File: config.mk
export PLATFORM = sky130hd
export DESIGN_NAME = decode
export DESIGN_NICKNAME = d
export VERILOG_FILES = /design/src/rtl/decode_pkg.sv /design/src/rtl/decode.sv
export SDC_FILE = /design/constraint.sdc
export NUM_CORES = 1
export LEC_CHECK = 0
export CAP_MARGIN = 20
export CORE_ASPECT_RATIO = 0.5
export CORE_MARGIN = 2
export CORE_UTILIZATION = 49
export CTS_CLUSTER_SIZE = 14
export DETAILED_ROUTE_END_ITERATION = 16
export GPL_ROUTABILITY_DRIVEN = 0
export PLACE_DENSITY = 0.84
export SKIP_CTS_REPAIR_TIMING = 1
export SLEW_MARGIN = 5
export SYNTH_ARGS = -nofsm -noshare
export SYNTH_HDL_FRONTEND = slang
export SYNTH_SLANG_ARGS = --single-unit
File: constraint.sdc
create_clock -name clk_i -period 2.08 [get_ports clk_i]
set_input_delay 0.312 -clock clk_i [delete_from_list [all_inputs] [get_ports clk_i]]
set_output_delay 0.312 -clock clk_i [all_outputs]
set_load 0.01 [all_outputs]
File: src/rtl/decode_pkg.sv
// Shared types and constants for the DECODE stage of the 16-bit pipeline.
// Instruction word layout: [15:12] opcode, [11:8] dst, [7:4] src, [3:0] mode.
package decode_pkg;

   localparam int unsigned WORD_W = 16;

   localparam logic [3:0] OP_NOP = 4'h0;
   localparam logic [3:0] OP_MOV = 4'h1;
   localparam logic [3:0] OP_ADD = 4'h2;
   localparam logic [3:0] OP_SUB = 4'h3;
   localparam logic [3:0] OP_AND = 4'h4;
   localparam logic [3:0] OP_OR  = 4'h5;
   localparam logic [3:0] OP_XOR = 4'h6;
   localparam logic [3:0] OP_LD  = 4'h7;
   localparam logic [3:0] OP_ST  = 4'h8;
   localparam logic [3:0] OP_JMP = 4'hF;

   localparam logic [3:0] MODE_REG = 4'h0;
   localparam logic [3:0] MODE_IMM = 4'h1;

   typedef enum logic [1:0] {
      RESET_PC = 2'd0,
      IDLE     = 2'd1,
      WAIT_IMM = 2'd2,
      REDIRECT = 2'd3
   } state_e;

   typedef struct packed {
      logic [3:0] opcode;
      logic [3:0] dst;
      logic [3:0] src;
      logic [3:0] mode;
   } instr_t;

   // Only mode 1 pulls in a second word; every other mode decodes as register form.
   function automatic logic has_imm(input instr_t ins);
      return ins.mode == MODE_IMM;
   endfunction

endpackage

File: src/rtl/decode.sv
// DECODE stage: accepts words from FETCH, gathers an optional immediate and
// emits one registered micro-op to EXECUTE; owns post-reset and JMP redirects.
//
// state    | meaning
// RESET_PC | first cycle out of reset, drives RESET_ADDR to FETCH
// IDLE     | waiting for an opcode word
// WAIT_IMM | opcode latched, waiting for its immediate word
// REDIRECT | drives the immediate JMP target to FETCH, drops any offered word
module decode
   import decode_pkg::*;
#(
   parameter logic [15:0] RESET_ADDR = 16'h0000
) (
   input  logic        clk_i,
   input  logic        rst_ni,
   input  logic        fe_valid_i,
   output logic        fe_ready_o,
   input  logic [15:0] fe_addr_i,
   input  logic [15:0] fe_data_i,
   output logic        fe_valid_o,
   output logic [15:0] fe_addr_o,
   output logic        ex_valid_o,
   input  logic        ex_ready_i,
   output logic [15:0] ex_addr_o,
   output logic [3:0]  ex_opcode_o,
   output logic [3:0]  ex_dst_o,
   output logic [3:0]  ex_src_o,
   output logic        ex_imm_valid_o,
   output logic [15:0] ex_imm_o
);

   state_e      state_q;
   instr_t      word;
   logic        xfer;
   logic        out_free;

   logic [15:0] hold_addr_q;
   logic [3:0]  hold_op_q;
   logic [3:0]  hold_dst_q;
   logic [3:0]  hold_src_q;
   logic [15:0] target_q;

   logic        ex_valid_q;
   logic [15:0] ex_addr_q;
   logic [3:0]  ex_opcode_q;
   logic [3:0]  ex_dst_q;
   logic [3:0]  ex_src_q;
   logic        ex_imm_valid_q;
   logic [15:0] ex_imm_q;

   assign word     = instr_t'(fe_data_i);
   assign out_free = !ex_valid_q || ex_ready_i;

   assign fe_ready_o = ((state_q == IDLE) || (state_q == WAIT_IMM)) && out_free;
   assign xfer       = fe_valid_i && fe_ready_o;

   // RESET_PC is also the state held during reset, so gate its strobe until rst_ni is released.
   assign fe_valid_o = (state_q == REDIRECT) || ((state_q == RESET_PC) && rst_ni);
   assign fe_addr_o  = !fe_valid_o             ? 16'h0000 :
                       (state_q == REDIRECT)   ? target_q : RESET_ADDR;

   always_ff @(posedge clk_i) begin
      if (!rst_ni) begin
         state_q        <= RESET_PC;
         hold_addr_q    <= '0;
         hold_op_q      <= '0;
         hold_dst_q     <= '0;
         hold_src_q     <= '0;
         target_q       <= '0;
         ex_valid_q     <= 1'b0;
         ex_addr_q      <= '0;
         ex_opcode_q    <= '0;
         ex_dst_q       <= '0;
         ex_src_q       <= '0;
         ex_imm_valid_q <= 1'b0;
         ex_imm_q       <= '0;
      end else begin
         if (ex_ready_i) begin
            ex_valid_q <= 1'b0;
         end
         unique case (state_q)
            RESET_PC: begin
               state_q <= IDLE;
            end
            IDLE: begin
               if (xfer) begin
                  if (has_imm(word)) begin
                     hold_addr_q <= fe_addr_i;
                     hold_op_q   <= word.opcode;
                     hold_dst_q  <= word.dst;
                     hold_src_q  <= word.src;
                     state_q     <= WAIT_IMM;
                  end else begin
                     // Register-form JMP goes out as a normal micro-op; EXECUTE resolves it.
                     ex_valid_q     <= 1'b1;
                     ex_addr_q      <= fe_addr_i;
                     ex_opcode_q    <= word.opcode;
                     ex_dst_q       <= word.dst;
                     ex_src_q       <= word.src;
                     ex_imm_valid_q <= 1'b0;
                     ex_imm_q       <= '0;
                  end
               end
            end
            WAIT_IMM: begin
               if (xfer) begin
                  if (hold_op_q == OP_JMP) begin
                     target_q <= fe_data_i;
                     state_q  <= REDIRECT;
                  end else begin
                     ex_valid_q     <= 1'b1;
                     ex_addr_q      <= hold_addr_q;
                     ex_opcode_q    <= hold_op_q;
                     ex_dst_q       <= hold_dst_q;
                     ex_src_q       <= hold_src_q;
                     ex_imm_valid_q <= 1'b1;
                     ex_imm_q       <= fe_data_i;
                     state_q        <= IDLE;
                  end
               end
            end
            REDIRECT: begin
               state_q <= IDLE;
            end
            default: begin
               state_q <= RESET_PC;
            end
         endcase
      end
   end

   assign ex_valid_o     = ex_valid_q;
   assign ex_addr_o      = ex_addr_q;
   assign ex_opcode_o    = ex_opcode_q;
   assign ex_dst_o       = ex_dst_q;
   assign ex_src_o       = ex_src_q;
   assign ex_imm_valid_o = ex_imm_valid_q;
   assign ex_imm_o       = ex_imm_q;

   // Interface properties shared with the FETCH-side formal wrapper.
   a_stall_stable : assert property (@(posedge clk_i) disable iff (!rst_ni)
      (ex_valid_o && !ex_ready_i) |=>
      $stable({ex_valid_o, ex_addr_o, ex_opcode_o, ex_dst_o, ex_src_o, ex_imm_valid_o, ex_imm_o}));

   a_fe_valid_pulse : assert property (@(posedge clk_i) disable iff (!rst_ni)
      fe_valid_o |=> !fe_valid_o);

   a_reset_pc : assert property (@(posedge clk_i)
      $rose(rst_ni) |-> (fe_valid_o && (fe_addr_o == RESET_ADDR)));

endmodule

==> results.md <==
| Group | Metric | Reported |
|---|---|---|
| yosys | Most frequent cell after synthesis | dfxtp_1 |
| worst hold path | Hold Path Depth | 1 |
| status | Outcome | finished clean |
| power | Leakage power of the design | 2.69 nW |
| timing | Max frequency | 492 MHz |
| worst setup path | Worst Path Class, Setup | reg2out |
| finish | Area of all placed cells without fillers | 5460 µm² |
| global route | Number of global-route vias before repair | 2971 |
| timing | Total of endpoints with negative setup slack in the final report | 0 |
| clock tree | Largest buffer count on any clock path | 2 |
| clock tree | Clk_lat worst skew | 0.34 ns |
| worst setup path | Worst flop-to-flop path endpoint | ex_addr_o[10] |
| route | Total wire length | 9640 µm |
| yosys | Top-area cell type share of the netlist area | 0.473 |
| timing | Number of max-slew violations in the final report | 0 |
| worst hold path | Hold Path Origin | ex_imm_valid_o |
| power | Part of the power in combinational logic | 0.098 |
| route | Number of DRC violations after detailed routing | 0 |
| clock tree | Clock-pin slew on the worst setup and hold paths | 0.06 ns |
| worst setup path | R2r startpoint | state_q[0] |
| global route | Antenna violations before repair | 0 |
| worst setup path | Startpoint Class | register |
| clock tree | Number of sinks on the clock net | 92 |
| yosys | Most instantiated flip-flop cell in the synthesis netlist | dfxtp_1 |
| timing | Slack of the critical path | 0.0492 ns |
| run | Reported max-cap violation count | 0 |
| worst setup path | Ordered cell list for the critical path | ha_1, buf_6, and2_1, clkdlybuf4s50_1 |
| yosys | Synthesized area per cell | 9.83 µm² |
| clock tree | Clock buffers created by TritonCTS | 9 |
| route | 1st-iter DRT viols | 204 |
| route | Number of vias per cell | 5.28 |
| power | Share of power burned in the clock network | 0.436 |
| yosys | Number of enable-type register cells in the synthesized netlist | 0 |
| yosys | Share of synthesized registers carrying an async set or reset | 0 |
| clock tree | Number of H-tree branching levels | 3 |
| power | Pwr per Cell Area | 711 nW/µm² |
| yosys | Post-synthesis net count | 436 |
| worst setup path | Delay of the slowest cell on the worst path | 0.53 ns |
| route | Number of vias after detailed routing | 3230 |
| route | ANT nets after route | 0 |
| yosys | Number of flip-flops and latches in the synthesized netlist | 92 |
| yosys | Top cell types by occurrence after synthesis | dfxtp_1 (92), nor2_1 (73), mux2i_1 (44) |
| placement | Number of port buffers | 99 |
| power | Total net switching power | 0.855 mW |
| timing | Share of the clock period used by the worst path after layout | 0.976 |
| die | I/O Pins | 100 |
| placement | Post-place instance area | 5080 µm² |
| yosys | Yosys Warn Count | 0 |
| yosys | Cell types with the largest area share after synthesis | dfxtp_1 (47%), mux2i_1 (11%), nor2_1 (7.0%), o221a_1 (5.8%), nor2b_1 (4.7%) |
| die | Total die area | 8710 µm² |
| worst setup path | Worst Reg-to-Reg Cells | 8 |
| timing | Max-slew headroom at the worst pin | 0.780 |
| clock tree | Root buffer cell | clkbuf_16 |
| worst hold path | Hold Crit Endpoint | ex_imm_valid_o |
| timing | Transition time at the pin with the least slew margin | 0.330 ns |
| worst setup path | Setup crit end kind | primary output |
| finish | Fin util | 0.727 |
| timing | Time the final worst path needs with I/O delays and setup | 2.03 ns |
| global route | Wire length of the first global-routing pass | 15200 µm |
| yosys | Fraction of the yosys area taken by sequential cells | 0.473 |
| placement | Post-detail-place hpwl | 6490 µm |
| yosys | Syn Inst Count | 396 |
| power | Total power draw | 3.88 mW |
| yosys | Post-synthesis instance area | 3890 µm² |
| worst hold path | Worst hold-check path type | reg2reg |
| die | Floorplan core area | 7510 µm² |
| finish | Layout Nets | 541 |
| placement | Pre-CTS setup slack | -0.118 ns |
| worst setup path | Worst reg2reg setup slack | 0.06 ns |
| die | Cell row count | 22 |
| worst setup path | Highest-delay cell along the critical path | clkdlybuf4s50_1 |
| worst setup path | Largest fanout on the critical path | 17 |
| die | Starting density of the core | 0.518 |
| power | Share of total power in sequential cells | 0.466 |
| worst setup path | Signal arrival time at the worst endpoint | 1.72 ns |
| global route | Total global-route track usage | 0.230 |
| timing | Post-route worst hold slack | 0.450 ns |
| global route | Total overflow reported by the global router | 0 |
| yosys | Post-synthesis cell type count | 33 |
| yosys | Cell type with the largest total area after synthesis | dfxtp_1 |
| power | Net switching fraction of the power | 0.220 |
| global route | Maximum number of pins on one net before global-route repair | 35 |
| power | Cell-internal power | 3.03 mW |
| finish | Fraction of layout instances using a drive strength above 1 | 0.121 |
| timing | Hold violation count in the final report | 0 |
| worst setup path | Required time of the critical path | 1.77 ns |
| clock tree | TritonCTS clock tree | built |
| die | Vert. Die Dim | 67.0 µm |
| finish | Total inserted antenna cells | 0 |
| finish | Layout Area Growth over Synthesis | 40.4% |
| power | Maximum resistive drop on vdd | 0.452 mV |
| route | Number of detailed-routing iterations run before antenna repair | 4 |
| route | Routed len/inst | 15.7 µm |
| die | Horizontal die dimension | 130 µm |
| timing | Layout Skew | 0.00634 ns |
## worst max path at each step
stage,to,cells after the start,slack (ns),from
2_1_floorplan,target_q[10],8,0.25,state_q[0]
3_3_place_gp,ex_imm_o[14],5,-0.07,fe_data_i[3]
3_5_place_dp,ex_imm_o[6],5,-0.12,fe_data_i[3]
4_1_cts,ex_imm_o[8],6,-0.09,state_q[1]
5_1_grt,ex_addr_o[1],8,-0.02,state_q[0]
6_report,fe_addr_o[0],4,0.05,state_q[0]
## cell families after synthesis
family          count (synthesis)  share of synthesized area
compound gates                 85                      0.178
fa+ha+maj                       4                     0.0129
buf+inv                        37                     0.0482
flops                          92                      0.473
mux                            44                      0.113
simple gates                  134                      0.175
## sequential cells by signal (all words and copies together), names as in the netlist
register        count
ex_src_o            4
ex_imm_valid_o      1
ex_addr_o          16
target_q           16
ex_dst_o            4
ex_imm_o           16
state_q             2
ex_valid_o          1
ex_opcode_o         4
hold_op_q           4
hold_src_q          4
hold_addr_q        16
hold_dst_q          4
## final cells by class
type | instances | area [µm²]
Clock buffer | 9 | 225
Clock inverter | 5 | 78.8
Fill cell | 533 | 2050
Inverter | 3 | 11.3
Multi-Input combinational cell | 267 | 1880
Sequential cell | 92 | 1840
Tap cell | 108 | 135
Timing Repair Buffer | 128 | 1290
## power groups by stage
stage	clock, mW	sequential (mW)	combinational, mW
floorplan	0	1.86	0.149
global placement	0	1.85	0.367
detailed placement	0	1.85	0.370
CTS	1.72	1.81	0.374
global route	1.79	1.81	0.411
finish	1.69	1.81	0.381
## layer usage
metal  wire [µm]  share of wire  vias to the layer above  GRT usage
li1            -              -                     1596          -
met1        4720           0.49                     1542      0.305
met2        4370           0.45                       82      0.363
met3         439          0.046                       10     0.0707
met4         104          0.011                        0     0.0645
met5           0              0                        -          0
## through the flow
stage          cells  setup TNS [ns]
2_1_floorplan    396               0
3_3_place_gp     597           -1.11
3_5_place_dp     597           -1.69
4_1_cts          611           -1.80
5_1_grt          612          -0.126
6_report         612               0
## worst max-delay path: cells and delay by family, from the launching register on
family | cells | cell delay (ns)
flops | 1 | 0.36
fa+ha+maj | 1 | 0.18
buf+inv | 2 | 0.70
simple gates | 1 | 0.14
## placed cells by master, fill, tap and decap left out, types with 2 or more instances in the layout
master           instances
clkbuf_16                9
inv_1                    3
nor2b_1                 29
ha_2                     2
mux2i_1                 44
o221a_1                 20
dfxtp_1                 91
o21ai_0                  2
nand3_1                  2
a22o_1                  16
bufinv_16                2
clkdlybuf4s50_1         84
clkinv_2                 2
buf_4                   25
dlymetal6s2s_1          15
o221a_2                  8
a21o_1                   2
a21oi_1                 30
buf_12                   3
nor2_1                  73
and2_1                  18
nand2_1                  4
Power figures use the tool's default switching activity.
